==> src/rtl/alu_ctrl.sv <==
// -----------------------------------------------------------------------------
// alu_ctrl
//
// Sequences single ALU operations between a valid/ready request port and a
// valid/ready response port. A request is latched in IDLE. One EXEC cycle lets
// the external ALU sample the operands. One CAPT cycle waits for the ALU
// result, which is captured at the end of CAPT. The response is then held in
// RESP until the consumer takes it.
//
// Timing: accept at edge N, RspValid_o seen high at edge N+3, next accept no
// earlier than edge N+4.
//
// Optional feature:
//   ALU_CTRL_OVF_CNT_EN  When defined, OvfCount_o counts response handshakes
//                        that carry RspOverFlow_o=1, saturating at 255. When
//                        undefined, the counter is omitted and OvfCount_o is 0.
//
// Ports:
//   Clk_i          clock, all state on the rising edge
//   Reset_i        asynchronous active-high reset
//   ReqValid_i     request valid
//   ReqReady_o     request ready, high only in IDLE
//   ReqOpc_i       request opcode (0 ADD, 1 SUB, 2 AND, 3 OR)
//   ReqA_i         request operand A
//   ReqB_i         request operand B
//   AluOpc_o       opcode to the ALU, from the operand registers
//   AluA_o         operand A to the ALU, from the operand registers
//   AluB_o         operand B to the ALU, from the operand registers
//   AluDout_i      ALU result, valid one cycle after the operands are sampled
//   AluOverFlow_i  ALU overflow flag, same timing as AluDout_i
//   RspValid_o     response valid, high only in RESP
//   RspReady_i     response ready
//   RspData_o      captured ALU result
//   RspOverFlow_o  captured ALU overflow flag
//   OpCount_o      completed-response counter, wraps at 16 bits
//   OvfCount_o     overflow-response counter (see ALU_CTRL_OVF_CNT_EN)
// -----------------------------------------------------------------------------
module alu_ctrl #(
    parameter int Width = 8
) (
    input  logic             Clk_i,
    input  logic             Reset_i,
    input  logic             ReqValid_i,
    output logic             ReqReady_o,
    input  logic [1:0]       ReqOpc_i,
    input  logic [Width-1:0] ReqA_i,
    input  logic [Width-1:0] ReqB_i,
    output logic [1:0]       AluOpc_o,
    output logic [Width-1:0] AluA_o,
    output logic [Width-1:0] AluB_o,
    input  logic [Width-1:0] AluDout_i,
    input  logic             AluOverFlow_i,
    output logic             RspValid_o,
    input  logic             RspReady_i,
    output logic [Width-1:0] RspData_o,
    output logic             RspOverFlow_o,
    output logic [15:0]      OpCount_o,
    output logic [7:0]       OvfCount_o
);

    typedef enum logic [1:0] {
        IDLE = 2'd0,
        EXEC = 2'd1,
        CAPT = 2'd2,
        RESP = 2'd3
    } state_t;

    state_t             state_q, state_d;
    logic [1:0]         opc_q;
    logic [Width-1:0]   a_q, b_q;
    logic [Width-1:0]   rsp_data_q;
    logic               rsp_ovf_q;
    logic [15:0]        op_count_q;
    logic               accept;
    logic               rsp_hs;
    logic               capture;

    // Next-state and handshake decode.
    // NOTE: every always_comb output gets a default before the case statement;
    // a path that leaves one unassigned would infer a latch.
    always_comb begin
        state_d = state_q;
        accept  = 1'b0;
        rsp_hs  = 1'b0;
        capture = 1'b0;
        unique case (state_q)
            IDLE: begin
                if (ReqValid_i) begin
                    accept  = 1'b1;
                    state_d = EXEC;
                end
            end
            EXEC: state_d = CAPT;
            CAPT: begin
                capture = 1'b1;
                state_d = RESP;
            end
            RESP: begin
                if (RspReady_i) begin
                    rsp_hs  = 1'b1;
                    state_d = IDLE;
                end
            end
            default: state_d = IDLE;
        endcase
    end

    // State register and datapath registers. The asynchronous reset drops an
    // in-flight operation on the spot, so no response is ever produced for it.
    // NOTE: sequential state uses non-blocking assignments only, so every
    // register samples the pre-edge values of the others.
    always_ff @(posedge Clk_i or posedge Reset_i) begin
        if (Reset_i) begin
            state_q    <= IDLE;
            opc_q      <= 2'd0;
            a_q        <= '0;
            b_q        <= '0;
            rsp_data_q <= '0;
            rsp_ovf_q  <= 1'b0;
            op_count_q <= 16'd0;
        end else begin
            state_q <= state_d;
            if (accept) begin
                opc_q <= ReqOpc_i;
                a_q   <= ReqA_i;
                b_q   <= ReqB_i;
            end
            if (capture) begin
                rsp_data_q <= AluDout_i;
                rsp_ovf_q  <= AluOverFlow_i;
            end
            // Natural 16-bit rollover gives the 0xFFFF -> 0x0000 wrap.
            if (rsp_hs) begin
                op_count_q <= op_count_q + 16'd1;
            end
        end
    end

`ifdef ALU_CTRL_OVF_CNT_EN
    logic [7:0] ovf_count_q;

    // Counts only responses that actually leave with the overflow flag set,
    // holding at 255 rather than wrapping.
    always_ff @(posedge Clk_i or posedge Reset_i) begin
        if (Reset_i) begin
            ovf_count_q <= 8'd0;
        end else if (rsp_hs && rsp_ovf_q && (ovf_count_q != 8'hFF)) begin
            ovf_count_q <= ovf_count_q + 8'd1;
        end
    end

    assign OvfCount_o = ovf_count_q;
`else
    assign OvfCount_o = 8'd0;
`endif

    assign ReqReady_o    = (state_q == IDLE);
    assign RspValid_o    = (state_q == RESP);
    assign AluOpc_o      = opc_q;
    assign AluA_o        = a_q;
    assign AluB_o        = b_q;
    assign RspData_o     = rsp_data_q;
    assign RspOverFlow_o = rsp_ovf_q;
    assign OpCount_o     = op_count_q;

endmodule

==> config.mk <==
export PLATFORM = sky130hd
export DESIGN_NAME = alu_ctrl
export DESIGN_NICKNAME = d
export VERILOG_FILES = /design/src/rtl/alu_ctrl.sv
export SDC_FILE = /design/constraint.sdc
export NUM_CORES = 1
export LEC_CHECK = 0
export BUFFER_PORTS_ARGS = -buffer_cell sky130_fd_sc_hd__buf_2
export CORE_ASPECT_RATIO = 0.75
export CORE_MARGIN = 2
export CORE_UTILIZATION = 43
export CTS_CLUSTER_SIZE = 20
export DETAILED_ROUTE_END_ITERATION = 16
export PLACE_DENSITY = 0.81
export SYNTH_ARGS = -nofsm -noshare
export SYNTH_HDL_FRONTEND = slang
export SYNTH_SLANG_ARGS = --single-unit
==> constraint.sdc <==
create_clock -name Clk_i -period 2.1 [get_ports Clk_i]
set_input_delay 0.42 -clock Clk_i [delete_from_list [all_inputs] [get_ports Clk_i]]
set_output_delay 0.42 -clock Clk_i [all_outputs]
set_load 0.01 [all_outputs]
# Word level (Yosys, flattened, before mapping)
# Index checks and enable logic that the tools add are counted.
# op_classes
muxes	8
mul	0
n_shift	0
div_mod_pow	0
n_bitwise	0
addsub	1
reduce_logical	2
n_lt_le_gt_ge	0
eq_ne	5
# op_table
op	count
16-bit by 1-bit adder with 16-bit output (second input constant)	1
2-bit case mux with 4 select lines	1
1-bit two-way mux	5
2-bit equality test (second input constant)	2
2-bit two-way mux	2
2-bit by 1-bit equality test with 1-bit output (second input constant)	1
2-bit zero test	1
2-bit by 1-bit inequality test with 1-bit output (second input constant)	1
2-bit inequality test (second input constant)	1
2-bit AND reduction	1
# totals
mem_count	0
inputBits	31
register_bits	45
output_inout_bits	53
rom_bits	0
latch_bits	0
ramBits	0
wordCells	23

# Logic depth before layout (Yosys ltp)
# depth
ltp_word	3
ltp_mapped	6
depth_no_buf	6

# Worst setup path before layout
# OpenSTA, ideal clock, no wires.
# synth_timing
path_type	reg2reg
startpoint	register state_q[0]
endpoint	register a_q[7], in the netlist AluA_o[7]
arrival_time_ns	1.487
path_buffers	1
setup_ns	0.125
period_less_slack_ns	1.611
slack_ns	0.489
required_ns	1.975
path_stages_with_launch	6
path_cell_list	dfrtp_1 > inv_1 > ha_1 > nand2_1 > buf_2 > mux2_2
# synth_between
elab_chain_cells	2
# synth_rtl
element	line	source
start: declaration	68	state_t state_q, state_d;
start signal: assignment	122	state_q <= state_d;
2-bit zero test	n/a	
net ReqReady_o	44	output logic ReqReady_o,
1-bit two-way mux	86	unique case (state_q)
end signal: assignment	125	a_q <= ReqA_i;
end: declaration	70	logic [Width-1:0] a_q, b_q;
# The timed path passes the listed nets, and every way through them passes these cells.
# A chain may end at the register's enable or synchronous reset.

# Final worst setup path
# layout_timing
startpoint	register state_q[0]
endpoint	output port ReqReady_o
# layout_between
elab_chain_cells	1
# layout_rtl
element	line	source
2-bit zero test	157	assign ReqReady_o = (state_q == IDLE);
end: declaration	44	
# No other way between the ends.

==> flow_metrics.env <==
export IMPL_totalPowerFinal_mw=3.23
export IMPL_postCtsSetupBuffers=0
export IMPL_detail_route_wl_per_cell_um=12.6
export IMPL_synth_cells=140
export IMPL_synth_seq_cells=45
export IMPL_io_buffers=75
export IMPL_cts_resized=0
export IMPL_r2r_end="OpCount_o[14]$_DFFE_PP0P_"
export IMPL_viasPerCell=4.64
export IMPL_core_area_mm2=0.00439
export IMPL_worst_setup_path_start_kind="flop"
export IMPL_clock_latency_ns=0.29
export IMPL_cts_max_level=2
export IMPL_final_period_utilization_pct=76.6
export IMPL_end_kind="primary output"
export IMPL_grt_pass1_vias=1328
export IMPL_crit_path_max_fanout=4
export IMPL_dpl_cell_area_mm2=0.00237
export IMPL_reg2reg_slack_ns=0.56
export IMPL_dr_first_iter_drc_count=38
export IMPL_layout_drive_gt1_share_pct=53.4
export IMPL_maxCapViolCount=0
export IMPL_syn_cell_area_mm2=0.00194
export IMPL_die_x_um=81.5
export IMPL_cts_tree="built"
export IMPL_ctsHoldBuffers=0
export IMPL_crit_type="flop to primary output"
export IMPL_rows=21
export IMPL_rsz0062_at_grt="false"
export IMPL_die_h_um=62.1
export IMPL_reg2reg_depth=5
export IMPL_antenna_left=0
export IMPL_antenna_found_initial=0
export IMPL_io_pins=84
export IMPL_max_clock_path_buffers=2
export IMPL_die_area_mm2=0.00507
export IMPL_yosys_warnings=0
export IMPL_nNetsFinal=257
export IMPL_clock_root_buffer="clkbuf_8"
export IMPL_placed_cells=271
export IMPL_seq_area_frac_synth_pct=58.1
export IMPL_synthDistinctLibCells=24
export IMPL_avgSynthCellArea_um2=13.8
export IMPL_grtUsageTotal_pct=15.4
export IMPL_drc_errors=0
export IMPL_dp_hpwl_mm=2.77
export IMPL_setup_viol=0
export IMPL_hold_ws_ns=0.121
export IMPL_vias=1290
export IMPL_drv_slew=0
export IMPL_gp_routability_congestion=0.717
export IMPL_grt_max_degree=26
export IMPL_area_growth_pct=27.6
export IMPL_wl_mm=3.51
export IMPL_cts_reportedPaths_clkPinSlew_ns=0.08
export IMPL_stdcell_count=278
export IMPL_grt_pass1_wl_mm=5.88
export IMPL_cts_made_buffers=5
export IMPL_worst_hold_path_type="primary input to asynchronous set/reset pin"
export IMPL_final_cell_mix="75 x buf_2, 45 x dfrtp_1, 28 x mux2_2"
export IMPL_status="complete, no violations"
export IMPL_power_leakage_nw=1.27
export IMPL_finalHoldViolations=0
export IMPL_clkSinkCount=45
export IMPL_grt_remaining_overflow=0
export IMPL_vdd_ir_drop_max_v=0.000747
export IMPL_start_util_pct=44.2
export IMPL_power_density_mw_per_mm2=1310
export IMPL_worstPathRequired_ns=1.68
export IMPL_design_area_mm2=0.00247
export IMPL_finalSetupTns_ns=0
export IMPL_diodes=0
export IMPL_worst_r2r_startpoint="state_q[1]$_DFFE_PP0P_"
export IMPL_fmax_ghz=0.622
export IMPL_final_common_cell="buf_2"
export IMPL_finalClockSkew_ns=0.00513
export IMPL_fillers=379
export IMPL_post_route_min_period_ns=1.61
export IMPL_drtPass1Iterations=3
export IMPL_cp_arrival_ns=1.19
==> worst max-delay path, cell delays in order, from the launching register on <==
cell and delay (ns):
dfrtp_1 0.39, inv_1 0.13, ha_1 0.23, buf_2 0.16
==> layer usage <==
metal,vias up,track usage (%),part of all wire (%)
li1,615,-,-
met1,626,17.8,42
met2,42,25.8,50
met3,7,5.09,6.3
met4,0,6.36,1.5
met5,-,0,0
==> synth_stat cells, drive strengths merged <==
cell | n | area [um2]
mux2 | 29 | 327
nand4 | 5 | 31.3
nor3 | 1 | 5.00
nor4 | 1 | 21.3
buf | 10 | 70.1
nor2 | 4 | 17.5
dfrtp | 45 | 1130
a21oi | 1 | 5.00
xor2 | 4 | 35.0
and2 | 1 | 6.26
ha | 5 | 62.6
inv | 6 | 22.5
conb | 1 | 3.75
and3 | 4 | 25.0
nand2 | 6 | 22.5
bufinv | 1 | 17.5
o22ai | 1 | 6.26
xnor2 | 11 | 96.3
nand3 | 4 | 37.5
==> report_power, final <==
group,internal [mW],switching [mW]
registers,1.20,0.197
clock network,0.346,0.271
logic,0.637,0.573
total,2.19,1.04
==> state kept, by name, indices dropped and copies added (netlist names) <==
| name | cells |
|---|---|
| AluB_o | 8 |
| RspData_o | 8 |
| AluOpc_o | 2 |
| AluA_o | 8 |
| RspOverFlow_o | 1 |
| state_q | 2 |
| OpCount_o | 16 |
==> metrics by stage <==
step                setup WS [ns]  util, %
finish                      0.492     56.3
detailed placement          0.572     54.0
global route                0.390     56.3
floorplan                   0.489        -
CTS                         0.481     56.3
global placement            0.619     54.0
==> worst max-delay path by stage <==
stage / from / end / slack (ns) / cells past startpoint
final: state_q[0]$_DFFE_PP0P_ / ReqReady_o / 0.49 / 3
after global routing: state_q[1]$_DFFE_PP0P_ / OpCount_o[13]$_DFFE_PP0P_ / 0.39 / 5
after CTS: state_q[0]$_DFFE_PP0P_ / ReqReady_o / 0.48 / 3
after detailed placement: state_q[1]$_DFFE_PP0P_ / OpCount_o[14]$_DFFE_PP0P_ / 0.57 / 5
after global placement: state_q[1]$_DFFE_PP0P_ / OpCount_o[15]$_DFFE_PP0P_ / 0.62 / 5
after floorplan: state_q[0]$_DFFE_PP0P_ / AluA_o[7]$_DFFE_PP0P_ / 0.49 / 5
==> cell type report <==
| cell class | instances | area, um2 | area share [%] |
|---|---|---|---|
| sequential | 45 | 1130 | 45.5 |
| multi-input combinational | 85 | 728 | 29.5 |
| timing repair buffer | 77 | 403 | 16.3 |
| tap | 57 | 71.3 | 2.88 |
| clock buffer | 5 | 68.8 | 2.78 |
| inverter | 7 | 40.0 | 1.62 |
| clock inverter | 2 | 35.0 | 1.42 |
==> logic make-up (layout without fill, tap and decap cells) <==
logic type,Yosys count,after routing,share of synthesized area [%]
AOI/OAI and AO/OA,2,2,0.581
xor gates and xnor gates,15,15,6.78
adders and majority gates,5,5,3.23
buffers and inverters,17,91,5.68
DFF,45,45,58.1
muxes,29,29,16.8
other,1,8,0.193
and+or+nand+nor,26,26,8.59
No activity file was read; power rests on OpenSTA's default activity.
